$ cat config.mk
export PLATFORM = sky130hd
export DESIGN_NAME = phase_sequencer
export DESIGN_NICKNAME = d
export VERILOG_FILES = /design/src/rtl/phase_seq_pkg.sv /design/src/rtl/phase_watchdog.sv /design/src/rtl/phase_sequencer.sv
export SDC_FILE = /design/constraint.sdc
export NUM_CORES = 1
export LEC_CHECK = 0
export CAP_MARGIN = 5
export CELL_PAD_IN_SITES_DETAIL_PLACEMENT = 0
export CELL_PAD_IN_SITES_GLOBAL_PLACEMENT = 1
export CORE_ASPECT_RATIO = 0.8
export CORE_MARGIN = 1
export CORE_UTILIZATION = 37
export CTS_CLUSTER_DIAMETER = 50
export DETAILED_ROUTE_END_ITERATION = 10
export PLACE_DENSITY = 0.83
export SYNTH_ARGS = -nofsm -noshare
export SYNTH_HDL_FRONTEND = slang
export SYNTH_SLANG_ARGS = --single-unit
$ cat constraint.sdc
create_clock -name clk -period 1.5 [get_ports clk]
set_input_delay 0.375 -clock clk [delete_from_list [all_inputs] [get_ports clk]]
set_output_delay 0.375 -clock clk [all_outputs]
set_load 0.02 [all_outputs]
$ cat src/rtl/phase_seq_pkg.sv
// Shared types for the phase sequencer: FSM state encoding and the named phase indices.
package phase_seq_pkg;

   typedef enum logic [1:0] {
      IDLE  = 2'd0,
      RUN   = 2'd1,
      ERROR = 2'd2
   } state_t;

   localparam int PH_FETCH   = 0;
   localparam int PH_DECODE  = 1;
   localparam int PH_EXECUTE = 2;

endpackage

$ cat src/rtl/phase_watchdog.sv
// Dwell counter for the current phase; flags expiry on the cycle the count would reach TIMEOUT-1.
module phase_watchdog #(
   parameter int TIMEOUT = 16
) (
   input  logic clk,
   input  logic rst_n,
   input  logic clr,
   input  logic inc,
   output logic expire
);

   localparam int DW = $clog2(TIMEOUT);
   localparam logic [DW-1:0] EXP_AT = DW'(TIMEOUT - 2);

   logic [DW-1:0] dwell;

   always_ff @(posedge clk or negedge rst_n) begin
      if (!rst_n) begin
         dwell <= '0;
      end else if (clr) begin
         dwell <= '0;
      end else if (inc) begin
         dwell <= dwell + DW'(1);
      end
   end

   // expire fires on the waiting cycle whose increment lands on TIMEOUT-1
   assign expire = inc & (dwell == EXP_AT);

endmodule

$ cat src/rtl/phase_sequencer.sv
// One-hot phase ring with start/halt, stall, ready handshake, watchdog and retire counter.
// Optional single-step control is compiled in with PHASE_SEQ_STEP_EN.
module phase_sequencer
   import phase_seq_pkg::*;
#(
   parameter int NUM_PHASES = 3,
   parameter int CNT_W      = 8,
   parameter int TIMEOUT    = 16
) (
   input  logic                          clk,
   input  logic                          rst_n,
   input  logic                          start,
   input  logic                          halt_req,
   input  logic                          stall,
   input  logic                          phase_ready,
   input  logic                          err_clr,
`ifdef PHASE_SEQ_STEP_EN
   input  logic                          step_mode,
   input  logic                          step,
`endif
   output logic [NUM_PHASES-1:0]         phase_oh,
   output logic [$clog2(NUM_PHASES)-1:0] phase_idx,
   output logic                          wrap,
   output logic [CNT_W-1:0]              retire_cnt,
   output logic                          busy,
   output logic                          err,
   output logic [1:0]                    state_dbg
);

   localparam int IW = $clog2(NUM_PHASES);
   localparam logic [IW-1:0]         LAST = IW'(NUM_PHASES - 1);
   localparam logic [NUM_PHASES-1:0] OH0  = NUM_PHASES'(1);

   // Handshake: a phase completes on a cycle where phase_ready is high and the
   // sequencer is not stalled (nor waiting for a step); stall always wins.

   state_t                state_q, state_n;
   logic [IW-1:0]         idx_q, idx_n;
   logic [NUM_PHASES-1:0] oh_q, oh_n;
   logic                  wrap_q, wrap_n;
   logic [CNT_W-1:0]      cnt_q, cnt_n;
   logic                  halt_q, halt_n;

   logic step_wait;
   logic advance;
   logic wd_clr;
   logic wd_inc;
   logic wd_expire;

`ifdef PHASE_SEQ_STEP_EN
   assign step_wait = step_mode & ~step;
`else
   assign step_wait = 1'b0;
`endif

   assign advance = (state_q == RUN) & phase_ready & ~stall & ~step_wait;
   assign wd_inc  = (state_q == RUN) & ~phase_ready & ~stall & ~step_wait;
   assign wd_clr  = (state_q != RUN) | advance;

   phase_watchdog #(
      .TIMEOUT (TIMEOUT)
   ) u_watchdog (
      .clk    (clk),
      .rst_n  (rst_n),
      .clr    (wd_clr),
      .inc    (wd_inc),
      .expire (wd_expire)
   );

   always_ff @(posedge clk or negedge rst_n) begin
      if (!rst_n) begin
         state_q <= IDLE;
         idx_q   <= '0;
         oh_q    <= '0;
         wrap_q  <= 1'b0;
         cnt_q   <= '0;
         halt_q  <= 1'b0;
      end else begin
         state_q <= state_n;
         idx_q   <= idx_n;
         oh_q    <= oh_n;
         wrap_q  <= wrap_n;
         cnt_q   <= cnt_n;
         halt_q  <= halt_n;
      end
   end

   always_comb begin
      state_n = state_q;
      idx_n   = idx_q;
      oh_n    = oh_q;
      wrap_n  = 1'b0;
      cnt_n   = cnt_q;
      halt_n  = halt_q;
      case (state_q)
         IDLE: begin
            if (start) begin
               state_n = RUN;
               idx_n   = '0;
               oh_n    = OH0;
               halt_n  = 1'b0;
            end
         end
         RUN: begin
            if (halt_req) halt_n = 1'b1;
            if (advance) begin
               if (idx_q == LAST) begin
                  wrap_n = 1'b1;
                  cnt_n  = cnt_q + CNT_W'(1);
                  idx_n  = '0;
                  oh_n   = OH0;
                  // a halt raised on this very cycle still ends the pass here
                  if (halt_q | halt_req) begin
                     state_n = IDLE;
                     oh_n    = '0;
                     halt_n  = 1'b0;
                  end
               end else begin
                  idx_n = idx_q + IW'(1);
                  oh_n  = {oh_q[NUM_PHASES-2:0], 1'b0};
               end
            end else if (wd_expire) begin
               state_n = ERROR;
               oh_n    = '0;
               halt_n  = 1'b0;
            end
         end
         ERROR: begin
            if (err_clr) begin
               state_n = IDLE;
               idx_n   = '0;
            end
         end
         default: begin
            state_n = IDLE;
            idx_n   = '0;
            oh_n    = '0;
            halt_n  = 1'b0;
         end
      endcase
   end

   assign phase_oh   = oh_q;
   assign phase_idx  = idx_q;
   assign wrap       = wrap_q;
   assign retire_cnt = cnt_q;
   assign busy       = (state_q == RUN);
   assign err        = (state_q == ERROR);
   assign state_dbg  = state_q;

endmodule

==> flow_summary.ini, run 1 <==
[clocking]
cts-htree-levels = 1
clkLatencyLatePin_ns = 0.26
post_cts_buffers = 0
clock-sinks = 21
cts_buffers = 3
path_clk_slew_ns = 0.08
clock-root-buffer = clkbuf_8
cts_tree = built
ctsLongestPathBuffers = 2

[floorplanning]
rows = 17
die_h_um = 51.5
die_area_mm2 = 0.00329
die_w_um = 63.9
start_util = 0.400
core_area_mm2 = 0.00283
pin_count = 25

[sta]
tns_ns = -0.00720
period_share = 1.00
hold_viol_final = 0
period_needed_ns = 1.51
worst_pin_slew_ns = 0.277
slew_violations = 0
layout_setup_ws_ns = -0.00720
skew_ns = 0.00817
rsz0062_at_grt = true
slew_headroom = 0.814
maxClockFrequency_ghz = 0.663
setup_viol = 1
worst_hold_slack_ns = 0.445

[critical_path]
required_ns = 1.12
critical_path_class = flip-flop to output port
crit_path_end_kind = output port
crit_fanout = 4
start_kind = flip-flop
arrival_ns = 1.13
rrSetupSlack_ns = 0.06

[grt]
grt_pass1_vias = 971
grt_pass1_wl_um = 4680
met2_usage = 0.309
grt-ovfl-total = 0
grt_max_degree = 22
top_usage_layer = met2
grt_antenna_before_repair = 0
grt_use_met3 = 0.0290
grtUsageMet1 = 0.253
grt.total_usage = 0.194

[layout]
fin_util = 0.561
finalNonFillerCells = 195
diodes = 0
fillers = 255
final_layout_size_suffix_gt1_frac = 0.236
nNetsFinal = 168
syn_to_final_growth_pct = 40.2

[synth]
synthTopCellsByArea = dfrtp_1 46%, nand3_1 5.7%, ha_1 3.3%, o31ai_1 3.3%, xnor2_1 3.1%
synth_top_area_frac = 0.464
async_reset_ff_frac = 1.00
syn_area_mm2 = 0.00113
yosysMostFrequentCell = dfrtp_1
netlist_top_cells_count = 21 x dfrtp_1, 13 x nand3_1, 9 x inv_1
yosys_register_bits = 21
avgSynthCellArea_um2 = 10.0
syn-num-nets = 123
yosys_warnings = 0
synth_edf_count = 0
synth_cells = 113
ys_seq_area_frac = 0.464
synth_cell_types = 37
yosys.area.top_type = dfrtp_1
synth-main-ff-cell = dfrtp_1

[route]
first_pass_iters = 4
vias = 1001
drt_iter0_drc = 27
wl_per_cell_um = 14.1
ant_nets = 0
drt_wl_total_um = 2760
avgViaCountPerCell = 5.13
drc = 0

[power_and_ir_drop]
peakVddDrop_mv = 0.862
power.density_mw_per_mm2 = 1040
p_comb_frac = 0.348
clkPwrFrac = 0.228
p_sw_uw = 555
internal_power_mw = 1.10
p_sw_frac = 0.336
seqPwrFrac = 0.423
p_leak_nw = 0.794

[place]
gp_congestion = 0.805
place_inst = 191
preCtsSetupSlack_ns = -0.281
dpl.hpwl_um = 2090
numPortBuffers = 24

[run]
drv_cap = 0

[hold_path]
hold_class = input port to async pin

[run_status]
outcome = finished with violations
failed_checks = negative setup slack
==> metal layers <==
layer  up-vias  wire length (um)
li1        488                 -
met1       476              1340
met2        31              1240
met3         6               122
met4         0                52
met5         -                 0
==> through the flow <==
stage	power [mW]	cell area (um2)
2_1_floorplan	1.00	1130
3_3_place_gp	1.31	1550
3_5_place_dp	1.32	1550
4_1_cts	1.66	1580
5_1_grt	1.74	1590
6_report	1.65	1590
==> worst paths after layout <==
check / startpoint / endpoint / depth (start not counted)
hold / removal: rst_n / retire_cnt[5]$_DFFE_PN0P_ / 2
hold reg to reg: retire_cnt[7]$_DFFE_PN0P_ / retire_cnt[7]$_DFFE_PN0P_ / 1
max in group asynchronous: rst_n / u_watchdog.dwell[1]$_DFFE_PN0P_ / 2
setup reg to reg: state_dbg[0]$_DFFE_PN0P_ / phase_idx[1]$_DFFE_PN0P_ / 5
setup / recovery: state_dbg[0]$_DFFE_PN0P_ / busy / 3
min in group clk: retire_cnt[7]$_DFFE_PN0P_ / retire_cnt[7]$_DFFE_PN0P_ / 1
==> area by class of cell <==
class,count,area (um2),area share
sequential,21,526,0.331
inverter,10,37.5,0.0236
multi-input combinational,78,559,0.352
clock buffer,4,45.0,0.0284
tap,38,47.5,0.0299
timing repair buffer,44,373,0.235
==> power by group through the flow <==
| stage | clock [mW] | sequential (mW) | combinational, mW |
|---|---|---|---|
| 5_1_grt | 0.409 | 0.710 | 0.626 |
| 2_1_floorplan | 0 | 0.807 | 0.197 |
| 4_1_cts | 0.389 | 0.698 | 0.572 |
| 3_3_place_gp | 0 | 0.708 | 0.600 |
| 6_report | 0.377 | 0.698 | 0.575 |
| 3_5_place_dp | 0 | 0.710 | 0.612 |
==> what timing repair did <==
item / in CTS / in global routing
setup endpoints to repair: 20 / 7
pin swaps: 0 / 1
resized for setup: 32 / 4
hold buffers: 0 / 0
==> flip-flops by register name, summed over array words and instances (netlist names) <==
name and flops:
phase_idx 2, retire_cnt 8, wrap 1, u_watchdog.dwell 4, phase_oh 3, halt_q 1, state_dbg 2
==> worst max-delay path, stage by stage, from the launching register on <==
cell	delay, ns
dfrtp_1	0.40
or2b_4	0.29
inv_2	0.06
buf_6	0.11
==> cells in the final DEF, fill, tap and decap left out, drive strengths merged, types with 2 or more instances in the layout <==
| cell | count |
|---|---|
| xor2 | 3 |
| o31ai | 5 |
| nand2 | 4 |
| nor2 | 5 |
| nor2b | 2 |
| xnor2 | 4 |
| nand3 | 13 |
| a21oi | 4 |
| clkbuf | 4 |
| nand2b | 3 |
| clkdlybuf4s50 | 5 |
| and2b | 2 |
| dfrtp | 21 |
| nor3 | 5 |
| buf | 23 |
| dlygate4sd2 | 15 |
| nand4b | 3 |
| o21ai | 4 |
| ha | 3 |
| nand4 | 3 |
| inv | 10 |
==> cell families after synthesis <==
family / synth area share
AND/OR/NAND/NOR: 0.264
multiplexers: 0.0221
AO/OA/AOI/OAI: 0.112
adder cells (fa/ha/maj): 0.0332
buffers and inverters: 0.0508
flip-flops: 0.464
XOR/XNOR: 0.0541
Note: power is estimated with default switching activity, not from simulation.
==> inputs of run 2 (changes only) <==
--- a/config.mk
+++ b/config.mk
@@ -6,14 +6,12 @@
 export NUM_CORES = 1
 export LEC_CHECK = 0
 export CAP_MARGIN = 5
-export CELL_PAD_IN_SITES_DETAIL_PLACEMENT = 0
-export CELL_PAD_IN_SITES_GLOBAL_PLACEMENT = 1
 export CORE_ASPECT_RATIO = 0.8
 export CORE_MARGIN = 1
-export CORE_UTILIZATION = 37
+export CORE_UTILIZATION = 49
 export CTS_CLUSTER_DIAMETER = 50
 export DETAILED_ROUTE_END_ITERATION = 10
-export PLACE_DENSITY = 0.83
+export PLACE_DENSITY = 0.84
 export SYNTH_ARGS = -nofsm -noshare
 export SYNTH_HDL_FRONTEND = slang
 export SYNTH_SLANG_ARGS = --single-unit
==> flow_summary.ini, run 2 (synthesis results as in run 1) <==
[layout]
seq_area_um2 = 526
largest_reg_flops = 8
layout_common_cells = 22 x buf_4, 21 x dfrtp_1, 13 x nand3_1
fillers = 145
diodes = 0
final_layout_size_suffix_gt1_frac = 0.267
finalNonFillerCells = 186
layout_commonest_cell = buf_4
syn_to_final_growth_pct = 43.1
nNetsFinal = 172
multi_input_area_um2 = 582

[route]
wl_per_cell_um = 15.0
drc = 0
vias = 1063
first_pass_iters = 4
drt_iter0_drc = 30
avgViaCountPerCell = 5.72
drt_wl_total_um = 2800
ant_nets = 0

[critical_path]
arrival_ns = 1.18
crit_chain = or2b_4, inv_2, buf_6
crit_fanout = 2
critical_path_class = flip-flop to output port
start_kind = flip-flop
critPathMaxStageDelay_ns = 0.41
crit_slowest_cell = dfrtp_1
crit_path_end_kind = output port
required_ns = 1.12
crit_family = flip-flops
path_buf_inv = 2

[sta]
tns_ns = -0.104
period_needed_ns = 1.55
worst_pin_slew_ns = 0.319
maxClockFrequency_ghz = 0.644
slew_violations = 0
skew_ns = 0.00893
setup_viol = 2
hold_viol_final = 0
layout_setup_ws_ns = -0.0536
period_share = 1.04
slew_headroom = 0.785
worst_hold_slack_ns = 0.380
rsz0062_at_grt = true

[grt]
grt_max_degree = 22
grt_pass1_vias = 976
grt_antenna_before_repair = 0
grt_pass1_wl_um = 4450
grt-ovfl-total = 0
grt.total_usage = 0.241

[run]
drv_cap = 0

[floorplanning]
die_w_um = 55.7
die_area_mm2 = 0.00251
core_area_mm2 = 0.00218
pin_count = 25
start_util = 0.520
die_h_um = 45.0
rows = 15

[place]
gp_congestion = 0.865
place_inst = 179
preCtsSetupSlack_ns = -0.277
dpl.hpwl_um = 2040
numPortBuffers = 24

[clocking]
path_clk_slew_ns = 0.12
cts_buffers = 3
ctsLongestPathBuffers = 2
clkLatencyLatePin_ns = 0.32
hold_buffers = 0
clock-sinks = 21
cts-htree-levels = 1
clock-root-buffer = clkbuf_4
cts_tree = built

[power_and_ir_drop]
peakVddDrop_mv = 0.943
p_leak_nw = 0.800
p_comb_frac = 0.383
p_sw_uw = 553
power.density_mw_per_mm2 = 976
internal_power_mw = 1.03
clkPwrFrac = 0.176
seqPwrFrac = 0.440
p_sw_frac = 0.350

[run_status]
outcome = finished with violations
failed_checks = negative setup slack

[hold_path]
hold_class = input port to async pin
[run 2: changes by cell type in the layout (fill, tap and decap cells not counted), moves of 2 or more]
cell,before,now
dlygate4sd2_1,15,12
buf_6,3,5
clkbuf_4,0,3
buf_4,19,22
clkbuf_8,3,0
[run 2: repair_timing]
| action | 4_1_cts | 5_1_grt |
|---|---|---|
| resized for setup | 34 | 10 |
| hold endpoints to repair | 0 | 0 |
| setup buffers | 1 | 2 |
| pin swaps | 0 | 2 |
| endpoints found under the setup margin | 18 | 10 |
[run 2: final cells by class]
cell class,count,area share
multi-input cells,78,0.359
flip-flops and latches,21,0.324
repair buffers,48,0.258
inverters,10,0.0232
well taps,25,0.0193
clock buffers,4,0.0162
[run 2: metrics by stage]
| step | utilization | area [um2] | total power, mW |
|---|---|---|---|
| floorplan | - | 1130 | 1.00 |
| global placement | 0.708 | 1540 | 1.30 |
| detailed placement | 0.708 | 1540 | 1.32 |
| CTS | 0.717 | 1560 | 1.56 |
| global route | 0.744 | 1620 | 1.66 |
| finish | 0.744 | 1620 | 1.58 |
[run 2: routing by layer]
metal | part of all wire | routed length (um) | global-route usage | vias to the layer above
met5 | 0 | 0 | 0 | -
met4 | 0.019 | 52 | 0.120 | 0
met3 | 0.059 | 165 | 0.0401 | 5
met2 | 0.46 | 1290 | 0.386 | 33
met1 | 0.46 | 1290 | 0.326 | 523
li1 | - | - | - | 502
[run 2: worst paths after layout]
check                                     startpoint                               to  slack (ns)  cells after the start
max in group asynchronous                      rst_n        retire_cnt[4]$_DFFE_PN0P_        0.90                      2
min                                            rst_n  u_watchdog.dwell[0]$_DFFE_PN0P_        0.38                      2
max                         state_dbg[1]$_DFFE_PN0P_                             busy       -0.05                      3
max reg2reg                 state_dbg[0]$_DFFE_PN0P_        retire_cnt[1]$_DFFE_PN0P_        0.05                      5
min in group clk           retire_cnt[7]$_DFFE_PN0P_        retire_cnt[7]$_DFFE_PN0P_        0.50                      1
min reg2reg                retire_cnt[7]$_DFFE_PN0P_        retire_cnt[7]$_DFFE_PN0P_        0.50                      1
[run 2: power by group through the flow]
stage / logic [mW] / clock network (mW) / registers, mW
finish: 0.606 / 0.279 / 0.697
global route: 0.650 / 0.301 / 0.707
CTS: 0.583 / 0.279 / 0.695
detailed placement: 0.615 / 0 / 0.710
global placement: 0.593 / 0 / 0.705
floorplan: 0.197 / 0 / 0.807
[run 2: worst register-to-register path: stages, from the launching register on]
cell and delay [ns]:
dfrtp_1 0.42, buf_6 0.12, buf_4 0.14, and4bb_2 0.27, nand2_4 0.09, mux2_4 0.30
